## config.mk

```make
export PLATFORM = sky130hd
export DESIGN_NAME = serial_adder_ctrl
export DESIGN_NICKNAME = d
export VERILOG_FILES = /design/src/rtl/serial_adder_ctrl.sv
export SDC_FILE = /design/constraint.sdc
export NUM_CORES = 1
export LEC_CHECK = 0
export CORE_MARGIN = 10
export CORE_UTILIZATION = 30
export DETAILED_ROUTE_END_ITERATION = 10
export GPL_TIMING_DRIVEN = 1
export PLACE_DENSITY = 0.48
export SETUP_SLACK_MARGIN = 0.5
export SLEW_MARGIN = 10
export SYNTH_ARGS = -nofsm -noshare
export SYNTH_HDL_FRONTEND = slang
export SYNTH_SLANG_ARGS = --single-unit
```

## constraint.sdc

```tcl
create_clock -name clk -period 2.9 [get_ports clk]
set_input_delay 0.29 -clock clk [delete_from_list [all_inputs] [get_ports clk]]
set_output_delay 0.29 -clock clk [all_outputs]
set_load 0.02 [all_outputs]
```

## src/rtl/serial_adder_ctrl.sv

```systemverilog
`default_nettype none
// ============================================================================
// Module   : serial_adder_ctrl (with leaf cells sum1, carry1)
// Purpose  : Bit-serial adder sequencer. It adds two WIDTH-bit unsigned
//            operands one bit per clock, LSB first. The datapath is built
//            from a single sum1 cell and a single carry1 cell. A
//            start/busy/done handshake frames each addition.
// Ports    : clk   - clock, rising edge
//            rst   - synchronous active-high reset
//            start - request, accepted only while idle
//            a, b  - WIDTH-bit operands, latched on acceptance
//            cin   - carry-in, latched on acceptance
//            busy  - high while an addition is in flight (RUN and DONE)
//            done  - one-cycle pulse; s/cout valid
//            s     - WIDTH-bit sum register
//            cout  - final carry-out register
// Revision : 1.0 - initial release
// ============================================================================

// ----------------------------------------------------------------------------
// sum1 : single-bit full-adder sum cell
// ----------------------------------------------------------------------------
module sum1 (
   input  logic a,
   input  logic b,
   input  logic c,
   output logic s
);
   assign s = a ^ b ^ c;
endmodule

// ----------------------------------------------------------------------------
// carry1 : single-bit full-adder carry cell
// ----------------------------------------------------------------------------
module carry1 (
   input  logic a,
   input  logic b,
   input  logic c,
   output logic z
);
   assign z = (a & b) | (c & (a ^ b));
endmodule

// ----------------------------------------------------------------------------
// serial_adder_ctrl : sequencer top
// ----------------------------------------------------------------------------
module serial_adder_ctrl #(
   parameter int WIDTH = 8
) (
   input  logic             clk,
   input  logic             rst,
   input  logic             start,
   input  logic [WIDTH-1:0] a,
   input  logic [WIDTH-1:0] b,
   input  logic             cin,
   output logic             busy,
   output logic             done,
   output logic [WIDTH-1:0] s,
   output logic             cout
);

   // The counter is one bit wider than the index range so that it can
   // reach WIDTH without wrapping.
   localparam int              CW       = $clog2(WIDTH) + 1;
   localparam logic [CW-1:0]   LAST_BIT = CW'(WIDTH - 1);

   localparam logic [1:0] ST_IDLE = 2'd0;
   localparam logic [1:0] ST_RUN  = 2'd1;
   localparam logic [1:0] ST_DONE = 2'd2;

   logic [1:0]       state_q, state_d;
   logic             busy_q,  busy_d;
   logic             done_q,  done_d;

   logic [WIDTH-1:0] sa_q;
   logic [WIDTH-1:0] sb_q;
   logic [WIDTH-1:0] acc_q;
   logic             carry_q;
   logic [CW-1:0]    cnt_q;
   logic [WIDTH-1:0] s_q;
   logic             cout_q;

   logic             sum_bit;
   logic             carry_bit;
   logic             last_bit;
   logic [WIDTH-1:0] acc_shift;

   // ------------------------------------------------------------------
   // 1-bit datapath: the current LSBs of the operand shifters and the
   // carry flop feed the two cells.
   // ------------------------------------------------------------------
   sum1 u_sum1 (
      .a (sa_q[0]),
      .b (sb_q[0]),
      .c (carry_q),
      .s (sum_bit)
   );

   carry1 u_carry1 (
      .a (sa_q[0]),
      .b (sb_q[0]),
      .c (carry_q),
      .z (carry_bit)
   );

   // Each new sum bit enters at the MSB. After WIDTH shifts, bit 0 of the
   // result has reached bit 0 of the accumulator.
   generate
      if (WIDTH == 1) begin : g_acc_w1
         assign acc_shift = sum_bit;
      end else begin : g_acc_wn
         assign acc_shift = {sum_bit, acc_q[WIDTH-1:1]};
      end
   endgenerate

   assign last_bit = (cnt_q == LAST_BIT);

   // ------------------------------------------------------------------
   // FSM: state register (also registers busy/done)
   // ------------------------------------------------------------------
   always_ff @(posedge clk) begin
      if (rst) begin
         state_q <= ST_IDLE;
         busy_q  <= 1'b0;
         done_q  <= 1'b0;
      end else begin
         state_q <= state_d;
         busy_q  <= busy_d;
         done_q  <= done_d;
      end
   end

   // ------------------------------------------------------------------
   // FSM: next-state logic
   // ------------------------------------------------------------------
   always_comb begin
      state_d = state_q;
      case (state_q)
         ST_IDLE: if (start)    state_d = ST_RUN;
         ST_RUN:  if (last_bit) state_d = ST_DONE;
         ST_DONE:               state_d = ST_IDLE;
         default:               state_d = ST_IDLE;
      endcase
   end

   // ------------------------------------------------------------------
   // FSM: output logic. It is decoded from the next state so that busy
   // and done come straight from flops and stay aligned with the state.
   // ------------------------------------------------------------------
   always_comb begin
      busy_d = (state_d == ST_RUN) || (state_d == ST_DONE);
      done_d = (state_d == ST_DONE);
   end

   // ------------------------------------------------------------------
   // Operand, carry, counter, accumulator and result registers
   // ------------------------------------------------------------------
   always_ff @(posedge clk) begin
      if (rst) begin
         sa_q    <= '0;
         sb_q    <= '0;
         acc_q   <= '0;
         carry_q <= 1'b0;
         cnt_q   <= '0;
         s_q     <= '0;
         cout_q  <= 1'b0;
      end else begin
         case (state_q)
            ST_IDLE: begin
               if (start) begin
                  sa_q    <= a;
                  sb_q    <= b;
                  carry_q <= cin;
                  cnt_q   <= '0;
               end
            end
            ST_RUN: begin
               sa_q    <= sa_q >> 1;
               sb_q    <= sb_q >> 1;
               acc_q   <= acc_shift;
               carry_q <= carry_bit;
               cnt_q   <= cnt_q + CW'(1);
               // The result registers are written only here. They hold the
               // previous result through IDLE and through the next RUN.
               if (last_bit) begin
                  s_q    <= acc_shift;
                  cout_q <= carry_bit;
               end
            end
            default: ;
         endcase
      end
   end

   assign busy = busy_q;
   assign done = done_q;
   assign s    = s_q;
   assign cout = cout_q;

endmodule
`default_nettype wire

```

Word level (Yosys, flattened, before mapping)
Index checks and enable logic that the tools add are counted.
{"block": "word_totals", "reg_bits": 42, "in_bits": 20, "out_inout_bits": 11, "wordCells": 37}
{"block": "classes", "n_addsub": 1, "eq_ne": 5, "mux": 11, "bitwise": 5, "reduce_logical": 5}
{"cell": "case mux 8 bit (2 select lines)", "count": 2}
{"cell": "two-way mux 8 bit", "count": 2}
{"cell": "case mux 4 bit (2 select lines)", "count": 1}
{"cell": "adder 4 x 1 -> 4 bit (second input constant)", "count": 1}
{"cell": "equality test 2 x 1 -> 1 bit (second input constant)", "count": 2}
{"cell": "equality test 4 x 3 -> 1 bit (second input constant)", "count": 1}
{"cell": "two-way mux 2 bit", "count": 2}
{"cell": "two-way mux 4 bit", "count": 1}
{"cell": "case mux 2 bit (2 select lines)", "count": 1}
{"cell": "AND reduction 2 bit", "count": 2}
{"cell": "AND 1 bit", "count": 2}
{"cell": "equality test 2 bit (second input constant)", "count": 1}
{"cell": "logical NOT 2 bit", "count": 1}
{"cell": "inequality test 2 bit (second input constant)", "count": 1}
{"cell": "case mux 1 bit (2 select lines)", "count": 1}
{"cell": "nonzero test 2 bit", "count": 1}
{"cell": "bitwise XOR 1 bit", "count": 2}
{"cell": "logical OR 1 bit", "count": 1}
{"cell": "two-way mux 1 bit", "count": 1}
{"cell": "OR 1 bit", "count": 1}

Depth between registers and ports, before layout
Gate-level depths: netlist of run 1.
{"block": "logic_depth", "ltp_word": 5, "mapped_depth": 7, "ltp_nobuf": 5}

Hierarchy
Synthesis of run 1 repeated with hierarchy kept, for this count alone.
{"block": "unflattened", "cells_unflattened": 217, "area_unflattened_um2": 1911.8}
{"mod": "serial_adder_ctrl", "n_inst": 1, "cells_per_inst": 214, "area_each_um2": 1868.0, "seq_area_each_um2": 820.8}
{"mod": "sum1", "n_inst": 1, "cells_per_inst": 1, "area_each_um2": 23.8, "seq_area_each_um2": 0.0}
{"mod": "carry1", "n_inst": 1, "cells_per_inst": 2, "area_each_um2": 20.0, "seq_area_each_um2": 0.0}

Worst setup path after synthesis of run 1
OpenSTA, ideal clock, no wires.
{"block": "synth_path", "path_type": "reg2reg", "from": "register cnt_q[0]", "to": "register busy_q (netlist: busy)", "setup_ps": 66, "t_arrival_ps": 1343, "required_time_ps": 2834, "setup_slack_ps": 1490, "stages_incl_launch_ff": 6, "n_path_buf": 0, "path_cell_list": "dfxtp_1 ha_1 nand4b_4 nor2_4 ha_1 nor2_1"}
{"block": "synth_via", "elab_chain_cells": 5}
{"element": "from (decl)", "line_no": "79", "rtl": "logic [CW-1:0] cnt_q;"}
{"element": "from (signal assigned)", "line_no": "182", "rtl": "cnt_q <= cnt_q + CW'(1);"}
{"element": "equality test 4 x 3 -> 1 bit *", "line_no": "116", "rtl": "assign last_bit = (cnt_q == LAST_BIT);"}
{"element": "two-way mux 2 bit *", "line_no": "140", "rtl": "ST_RUN: if (last_bit) state_d = ST_DONE;"}
{"element": "case mux 2 bit (2 select lines) *", "line_no": "138", "rtl": "case (state_q)"}
{"element": "named net state_d[1]", "line_no": "71", "rtl": "logic [1:0] state_q, state_d;"}
{"element": "equality test 2 x 1 -> 1 bit / equality test 2 bit (equally long branches)", "line_no": "151", "rtl": "busy_d = (state_d == ST_RUN) || (state_d == ST_DONE);"}
{"element": "logical OR 1 bit *", "line_no": "151"}
{"element": "to (signal assigned)", "line_no": "128", "rtl": "busy_q <= busy_d;"}
{"element": "to (decl)", "line_no": "72", "rtl": "logic busy_q, busy_d;"}
The timed path passes the listed nets; every way through them passes the cells marked *.
A chain may end at the register's enable or synchronous reset.

Worst setup path after layout of run 1
{"block": "layout_path", "from": "register state_q[0]", "to": "register busy_q (netlist: busy)"}
{"block": "layout_via", "elab_chain_cells": 4}
{"element": "from (decl)", "line_no": "71"}
{"element": "from (signal assigned)", "line_no": "127", "rtl": "state_q <= state_d;"}
{"element": "equality test 2 x 1 -> 1 bit / logical NOT 2 bit (equally long branches)", "line_no": "138"}
{"element": "case mux 2 bit (2 select lines) *", "line_no": "138"}
{"element": "named net state_d[1]", "line_no": "71"}
{"element": "equality test 2 x 1 -> 1 bit / equality test 2 bit (equally long branches)", "line_no": "151"}
{"element": "logical OR 1 bit *", "line_no": "151"}
Marks and branches as above.

==> results.toml, run 1 <==
[clocking]
cts_tree = "yes"
post-cts-setup-buffers = 0
clk_path_buf_depth = 2
cts-resized-gates = 0
ctsHoldBuffers = 0
clk-insertion-delay-late_ns = 0.29
h-tree-depth = 2
cts_buffers = 5
path_clk_slew_ns = 0.07
cts_sinks = 41
clockRootBuffer = "clkbuf_8"

[floorplanning]
ios = 31
start_util_pct = 31.20
die_area_um2 = 9788
core_area_um2 = 5991
die_h_um = 98.94
row_count = 28
dieWidth_um = 98.94

[synthesis]
ys_types = 33
ys.flop_type = "dfxtp_1"
syn_inst = 194
synth_warnings = 0
synth_edf_count = 0
async_reset_ff_share_pct = 0
synthesis.area_um2 = 1869
ys_seq_area_share_pct = 43.91
ys_ff_latch = 41
synthesis.nets = 217
syn_area_per_cell_um2 = 9.636

[global_route]
antenna_found_initial = 0
grt_max_degree = 22
grt_usage_pct = 8.520
grt_pass1_vias = 1413
grt-ovfl-total = 0
grt_first_pass_wirelength_um = 6844

[place]
placed_area_um2 = 2215
hpwl_um = 2908
placed_cells = 290
io_buffers = 30
gp_congestion = 0.7394

[final_layout]
areaGrowthSynthToFinish_pct = 22.42
final_cells = 296
drive_above_1_share_pct = 14.93
final_area_um2 = 2288
n_antenna_cell = 0
fin_nets = 245

[drt]
viasPerCell = 4.767
drtIter0Drc = 46
drtAntennaViolNets = 0
wl_per_cell_um = 13.85
wl_um = 4099
drc = 0
dr_total_vias = 1411
drt_first_pass_iters = 4

[hold_path]
hold_path_class = "flip-flop to flip-flop"
hold-path-cell-count = 2

[timing]
setup_tns_ns = 0
tightest_slew_ns = 0.6494
maxSlewViolCount = 0
clock_skew_ns = 0.006330
finalSetupViolations = 0
finalHoldViolCount = 0
finalCritPeriodShare_pct = 59.54
rsz0062_at_grt = "no"
relSlewSlack_pct = 56.57
fmaxAchievable_mhz = 579.1
fin_crit_ns = 1.727

[critical_path]
crit_arrival_ns = 1.95
critPathLaunchType = "flip-flop"
ff2ff_setup_slack_ns = 1.17
timing.rr.start = "state_q[0]"
endpoint = "busy"
cp_max_fo = 12
r2r_end = "busy"
crit_type = "flip-flop to flip-flop"
crit_start = "state_q[0]"
r2r_cells = 4
required_ns = 3.13
endpoint_kind = "flip-flop"

[job]
cap_violations = 0

[run_status]
status = "completed"

[pwr]
leakage_nw = 0.8052
total_power_w = 0.001097
pwr_density_cell_nw_per_um2 = 479.4
vdd_drop_max_mv = 0.1814
## metrics by stage
step | utilization, % | setup WS [ns] | hold slack, ns
CTS | 38.20 | 1.139 | 0.4650
finish | 38.20 | 1.173 | 0.4613
global route | 38.20 | 1.032 | 0.4888
detailed placement | 36.97 | 1.101 | 0.4542
global placement | 36.97 | 1.130 | 0.4435
floorplan | - | 1.490 | 0.4368
## kinds of logic after synthesis
kind of cell | synth area share, %
fa+ha+maj | 2.409
mux | 4.819
compound gates | 20.08
flops | 43.91
simple gates | 22.69
buf+inv | 6.091
## synth_stat cells (2+ instances only)
cell type / instances / share of area (%)
nor2b_1: 3 / 1.0
inv_1: 2 / 0.40
buf_6: 4 / 2.4
clkbuf_1: 5 / 1.0
a21oi_1: 7 / 1.9
mux2i_1: 9 / 4.8
a211oi_1: 7 / 2.8
buf_1: 2 / 0.40
nand2_1: 16 / 3.2
buf_2: 3 / 0.80
ha_1: 2 / 1.3
dfxtp_1: 41 / 44
nand3_1: 2 / 0.54
a22oi_1: 3 / 1.2
o22ai_1: 5 / 1.7
nor2_1: 24 / 4.8
o2bb2ai_1: 10 / 4.7
a211oi_2: 9 / 6.0
nand2b_1: 19 / 6.4
nor2_2: 8 / 2.7
## power breakdown
group / leakage (nW) / total (W) / switching (W) / internal [W]
sequential: 0.335 / 0.000611 / 0.0000223 / 0.000589
combinational: 0.430 / 0.000146 / 0.0000699 / 0.0000756
clock: 0.0399 / 0.000340 / 0.000182 / 0.000158
total: 0.805 / 0.00110 / 0.000274 / 0.000823
## flip-flops by register name, summed over array words and instances (netlist names)
name	count
done	1
cnt_q	4
cout	1
carry_q	1
s	8
busy	1
acc_q	7
sa_q	8
sb_q	8
state_q	2
## critical path, cell delays in order (launching register included)
cell and delay (ns):
dfxtp_1 0.70, nand4b_4 0.19, nor2_4 0.37, ha_1 0.31, nor2_1 0.09
## cell usage in the layout (no fill, tap or decap), types with 2 or more instances in the layout
master / synthesis / final
nor2_2: 8 / 8
o22ai_1: 5 / 5
mux2i_1: 9 / 9
a21oi_1: 7 / 7
buf_4: 0 / 5
clkbuf_8: 0 / 5
o2bb2ai_1: 10 / 10
nand3_1: 2 / 2
nor2_1: 24 / 24
nand2b_1: 19 / 19
nand2_1: 16 / 16
nor2b_1: 3 / 3
inv_1: 2 / 2
a211oi_2: 9 / 9
ha_1: 2 / 2
clkdlybuf4s50_1: 0 / 30
dfxtp_1: 41 / 41
a22oi_1: 3 / 3
a211oi_1: 7 / 7
## how the worst min path moves through the flow
stage | from | to | slack, ns
6_report | acc_q[1] | acc_q[1] | 0.46
5_1_grt | acc_q[1] | acc_q[1] | 0.49
4_1_cts | acc_q[1] | acc_q[1] | 0.46
3_5_place_dp | acc_q[1] | acc_q[1] | 0.45
3_3_place_gp | acc_q[1] | acc_q[1] | 0.44
2_1_floorplan | acc_q[1] | acc_q[1] | 0.44
## layer usage
metal / up-vias / track usage, % / wire length [um]
li1: 726 / - / -
met1: 658 / 10.53 / 2035
met2: 23 / 13.03 / 1868
met3: 4 / 3.003 / 133
met4: 0 / 3.638 / 62
met5: - / 0 / 0
## final cells by class
| cell class | instances | area [um2] |
|---|---|---|
| Sequential cell | 41 | 820.8 |
| Tap cell | 75 | 93.84 |
| Timing Repair Buffer | 36 | 357.8 |
| Inverter | 2 | 7.507 |
| Clock inverter | 1 | 5.005 |
| Multi-Input combinational cell | 136 | 934.6 |
| Fill cell | 617 | 3702 |
| Clock buffer | 5 | 68.82 |
Power figures use the tool's default switching activity.
==> run 2, diff against run 1 <==
--- a/config.mk
+++ b/config.mk
@@ -9,7 +9,7 @@
 export CORE_UTILIZATION = 30
 export DETAILED_ROUTE_END_ITERATION = 10
 export GPL_TIMING_DRIVEN = 1
-export PLACE_DENSITY = 0.48
+export PLACE_DENSITY = 0.5
 export SETUP_SLACK_MARGIN = 0.5
 export SLEW_MARGIN = 10
 export SYNTH_ARGS = -nofsm -noshare
==> constraint.sdc (replaced) <==
create_clock -name clk -period 1.5 [get_ports clk]
set_input_delay 0.15 -clock clk [delete_from_list [all_inputs] [get_ports clk]]
set_output_delay 0.15 -clock clk [all_outputs]
set_load 0.02 [all_outputs]
==> run 2 against run 1 <==
- global-route usage up 0.75 points
- final area rose by 18%
- total power grew 110%
- worst setup slack lost 0.93 ns
- largest power group unchanged
- register-to-register slack worse by 0.93 ns
- worst hold slack better by 0.0019 ns
==> results.toml, run 2 (synthesized netlist as in run 1, its figures left out) <==
[pwr]
vdd_drop_max_mv = 0.4081
leakage_nw = 0.9943
pwr_density_cell_nw_per_um2 = 855.3

[timing]
tightest_slew_ns = 0.2566
clock_skew_ns = 0.006937
maxSlewViolCount = 0
finalHoldViolCount = 0
fmaxAchievable_mhz = 797.8
finalCritPeriodShare_pct = 83.56
timing.hold.ws_ns = 0.4632
rsz0062_at_grt = "yes"
finalSetupViolations = 0
relSlewSlack_pct = 82.89
fin_crit_ns = 1.253
setup_tns_ns = 0

[drt]
drc = 0
wl_um = 4565
viasPerCell = 4.669
dr_total_vias = 1494
drtIter0Drc = 60
drt_first_pass_iters = 4
drtAntennaViolNets = 0
wl_per_cell_um = 14.27

[clocking]
clk-insertion-delay-late_ns = 0.30
cts_tree = "yes"
cts_sinks = 41
clockRootBuffer = "clkbuf_8"
h-tree-depth = 2
clk_path_buf_depth = 2
path_clk_slew_ns = 0.08
ctsHoldBuffers = 0
cts_buffers = 5

[critical_path]
cp_max_fo = 5
crit_type = "flip-flop to flip-flop"
timing.rr.start = "cnt_q[1]"
r2r_cells = 6
crit_arrival_ns = 1.48
ff2ff_setup_slack_ns = 0.25
endpoint_kind = "flip-flop"
r2r_end = "s[4]"
critPathLaunchType = "flip-flop"
required_ns = 1.73

[final_layout]
n_antenna_cell = 0
ff_latch_area_um2 = 837.1
fillCellCount = 573
fin_nets = 267
areaGrowthSynthToFinish_pct = 43.98
drive_above_1_share_pct = 37.55
final_common_cell = "dfxtp_1"
mostFrequentLayoutCells = "34 x dfxtp_1, 22 x nor2_1, 19 x clkdlybuf4s50_1"
multiInputGateArea_um2 = 1094

[place]
gp_congestion = 0.7147
hpwl_um = 2847
io_buffers = 30

[floorplanning]
row_count = 28
die_h_um = 98.94
dieWidth_um = 98.94
start_util_pct = 31.20
die_area_um2 = 9788
ios = 31
core_area_um2 = 5991

[global_route]
grt_max_degree = 34
grt_pass1_vias = 1546
antenna_found_initial = 0
grt_usage_pct = 9.272
grt-ovfl-total = 0
grt_first_pass_wirelength_um = 7521

[job]
cap_violations = 0

[hold_path]
hold_path_end = "acc_q[1]"
worstHoldStart = "acc_q[1]"
hold-path-cell-count = 2
hold_path_class = "flip-flop to flip-flop"

[run_status]
status = "completed"
## run 2: cell type report
class / instances / share of cell area (%)
Multi-Input combinational cell: 137 / 40.63
Sequential cell: 41 / 31.10
Timing Repair Buffer: 57 / 21.34
Tap cell: 75 / 3.487
Clock buffer: 6 / 2.696
Clock inverter: 2 / 0.3719
Inverter: 2 / 0.3719
## run 2: layer usage
metal  share of wire, %  global-route usage [%]  vias to the layer above  routed length [um]
met5                  0                       0                        -                   0
met4                1.0                   3.638                        0                  47
met3                4.0                   3.073                        2                 184
met2                 47                   14.78                       20                2165
met1                 47                   11.21                      697                2167
li1                   -                       -                      775                   -
## run 2: worst max-delay path by stage
stage	slack (ns)	to	from	depth (start not counted)
after global placement	0.08	sb_q[7]	start	5
after floorplan	0.17	busy	cnt_q[0]	5
after CTS	0.26	s[4]	cnt_q[0]	6
after detailed placement	0.06	sb_q[7]	start	5
final	0.25	s[4]	cnt_q[1]	6
after global routing	0.16	s[0]	cnt_q[1]	6
## run 2: worst max-delay path, cell delays in order, from the launching register on
cell	delay [ns]
dfxtp_2	0.35
ha_4	0.15
nand4b_4	0.11
nor2_4	0.15
buf_4	0.13
buf_12	0.11
mux2i_1	0.17
## run 2: repair_timing
action,4_1_cts,5_1_grt
pin swaps,4,14
gates resized for setup,55,30
setup buffers,13,4
gates cloned,1,2
endpoints found under the setup margin,51,42
hold endpoints to repair,0,0
## run 2: report_power, final
part | switching, W | total (W) | internal [W]
sequential | 0.0000480 | 0.00119 | 0.00114
combinational | 0.000177 | 0.000397 | 0.000221
clock | 0.000396 | 0.000719 | 0.000323
## run 2: through the flow
| stage | utilization [%] | power, W | setup WS (ns) | std cells | area, um2 |
|---|---|---|---|---|---|
| after floorplan | - | 0.001424 | 0.1699 | 194 | 1954 |
| after global placement | 38.93 | 0.001522 | 0.08465 | 292 | 2332 |
| after detailed placement | 38.93 | 0.001521 | 0.06020 | 292 | 2332 |
| after CTS | 42.19 | 0.002264 | 0.2555 | 314 | 2527 |
| after global routing | 44.92 | 0.002413 | 0.1637 | 320 | 2691 |
| final | 44.92 | 0.002302 | 0.2465 | 320 | 2691 |
==> run 3, diff against run 2 <==
--- a/config.mk
+++ b/config.mk
@@ -9,7 +9,7 @@
 export CORE_UTILIZATION = 30
 export DETAILED_ROUTE_END_ITERATION = 10
 export GPL_TIMING_DRIVEN = 1
-export PLACE_DENSITY = 0.5
+export PLACE_DENSITY = 0.48
 export SETUP_SLACK_MARGIN = 0.5
 export SLEW_MARGIN = 10
 export SYNTH_ARGS = -nofsm -noshare
==> constraint.sdc (replaced) <==
create_clock -name clk -period 1.2 [get_ports clk]
set_input_delay 0.12 -clock clk [delete_from_list [all_inputs] [get_ports clk]]
set_output_delay 0.12 -clock clk [all_outputs]
set_load 0.02 [all_outputs]
==> run 3 against run 2 <==
- the run now ends with setup timing left
- via count up 3.5%
- first-iteration DRC count down 20%
- clock skew down 0.0033 ns
- worst setup slack worse by 0.27 ns
- maximum frequency up 2.5%
- utilization up 5.6 points
- final cell count up 3.4%
- register-to-register slack worse by 0.27 ns
- critical endpoint is now sb_q[5]
- highest routed layer unchanged
==> results.toml, run 3 (synthesized netlist as in run 1, its figures left out) <==
[timing]
tightest_slew_ns = 0.2741
fmaxAchievable_mhz = 818.0
rsz0062_at_grt = "yes"
relSlewSlack_pct = 81.72
finalHoldViolCount = 0
finalCritPeriodShare_pct = 101.9
maxSlewViolCount = 0
clock_skew_ns = 0.003604
finalSetupViolations = 8
fin_crit_ns = 1.223
fin_ws_ns = -0.02257

[critical_path]
endpoint_kind = "flip-flop"
critPathLaunchType = "flip-flop"
crit_arrival_ns = 1.41
crit_start = "state_q[0]"
required_ns = 1.39
cp_max_fo = 6
crit_type = "flip-flop to flip-flop"
timing.rr.start = "state_q[0]"
ff2ff_setup_slack_ns = -0.02

[global_route]
grt_max_degree = 21
antenna_found_initial = 0
grt_first_pass_wirelength_um = 7659
grt_pass1_vias = 1548
grt-ovfl-total = 0
grt_usage_pct = 9.358

[final_layout]
ff_latch_area_um2 = 847.1
fillCellCount = 567
drive_above_1_share_pct = 56.64
areaGrowthSynthToFinish_pct = 61.78
mostFrequentLayoutCells = "26 x buf_6, 24 x dfxtp_1, 19 x buf_4"
multiInputGateArea_um2 = 1267
n_antenna_cell = 0
fin_nets = 278
final_common_cell = "buf_6"
fin_util_pct = 50.48

[floorplanning]
ios = 31
row_count = 28
die_h_um = 98.94
dieWidth_um = 98.94
core_area_um2 = 5991
start_util_pct = 31.20
die_area_um2 = 9788

[drt]
wl_per_cell_um = 14.33
drtAntennaViolNets = 0
dr_total_vias = 1547
drtIter0Drc = 48
viasPerCell = 4.674
drt_first_pass_iters = 4
drc = 0
wl_um = 4743

[clocking]
cts_buffers = 5
clk-insertion-delay-late_ns = 0.30
path_clk_slew_ns = 0.08
ctsHoldBuffers = 0
clockRootBuffer = "clkbuf_8"
h-tree-depth = 2
cts_tree = "yes"
clk_path_buf_depth = 2
cts_sinks = 41

[pwr]
total_power_w = 0.003011
internal-power_w = 0.002159
p_sw_share_pct = 28.30
p_comb_share_pct = 20.0
pwr-share-clk_pct = 30.6
pwr_density_cell_nw_per_um2 = 995.7
vdd_drop_max_mv = 0.4519
p_seq_share_pct = 49.5
netSwitchingPower_w = 0.0008522
leakage_nw = 1.160

[run_status]
failed_checks = "setup timing"
status = "finished, violations left"

[place]
io_buffers = 30
hpwl_um = 3062
gp_congestion = 0.7101
place_ws_ns = -0.2398

[hold_path]
worstHoldStart = "rst"
hold_path_class = "input pin to flip-flop"

[job]
cap_violations = 0
==> run 3: critical path: stages, from the launching register on <==
cell and delay, ns:
dfxtp_4 0.36, buf_6 0.13, o21ba_4 0.25, buf_6 0.15
buf_12 0.12, nor2_4 0.07, a211oi_2 0.04
==> run 3: layer usage <==
layer	global-route usage (%)	wire, um	vias up
met5	0	0	-
li1	-	-	798
met1	12.34	2267	730
met3	2.933	191	4
met4	3.308	49	0
met2	13.93	2234	15
==> run 3: power groups by stage <==
stage	clock [W]	combinational, W	sequential (W)
after detailed placement	0	0.000441	0.00151
after global routing	0.00103	0.000654	0.00150
final	0.000920	0.000602	0.00149
after floorplan	0	0.000281	0.00150
after global placement	0	0.000439	0.00151
after CTS	0.000952	0.000521	0.00148
==> run 3: timing repair <==
item,4_1_cts,5_1_grt
pin swaps,11,15
setup buffers,4,8
setup endpoints to repair,52,52
gates resized for setup,120,43
==> run 3: worst paths after layout <==
kind | to | cells past startpoint
worst max-delay path | sb_q[5] | 6
worst min-delay path | acc_q[1] | 2
worst max register to register | sb_q[5] | 6
worst min register to register | s[0] | 2
==> run 3: cell type report <==
| class | count | share of cell area, % |
|---|---|---|
| Inverter | 2 | 0.3310 |
| Clock buffer | 5 | 2.276 |
| Multi-Input combinational cell | 136 | 41.91 |
| Sequential cell | 41 | 28.01 |
| Timing Repair Buffer | 69 | 23.79 |
| Clock inverter | 3 | 0.5792 |
| Tap cell | 75 | 3.103 |
==> run 3: stage by stage <==
| step | setup TNS (ns) | instance area (um2) | instances | hold slack (ns) |
|---|---|---|---|---|
| after detailed placement | -5.020 | 2457 | 311 | 0.4484 |
| final | -0.1117 | 3024 | 331 | 0.1252 |
| after floorplan | -0.4488 | 1954 | 194 | 0.2683 |
| after global routing | -1.040 | 3024 | 331 | 0.1451 |
| after CTS | -0.2372 | 2768 | 323 | 0.1348 |
| after global placement | -3.995 | 2457 | 311 | 0.4445 |
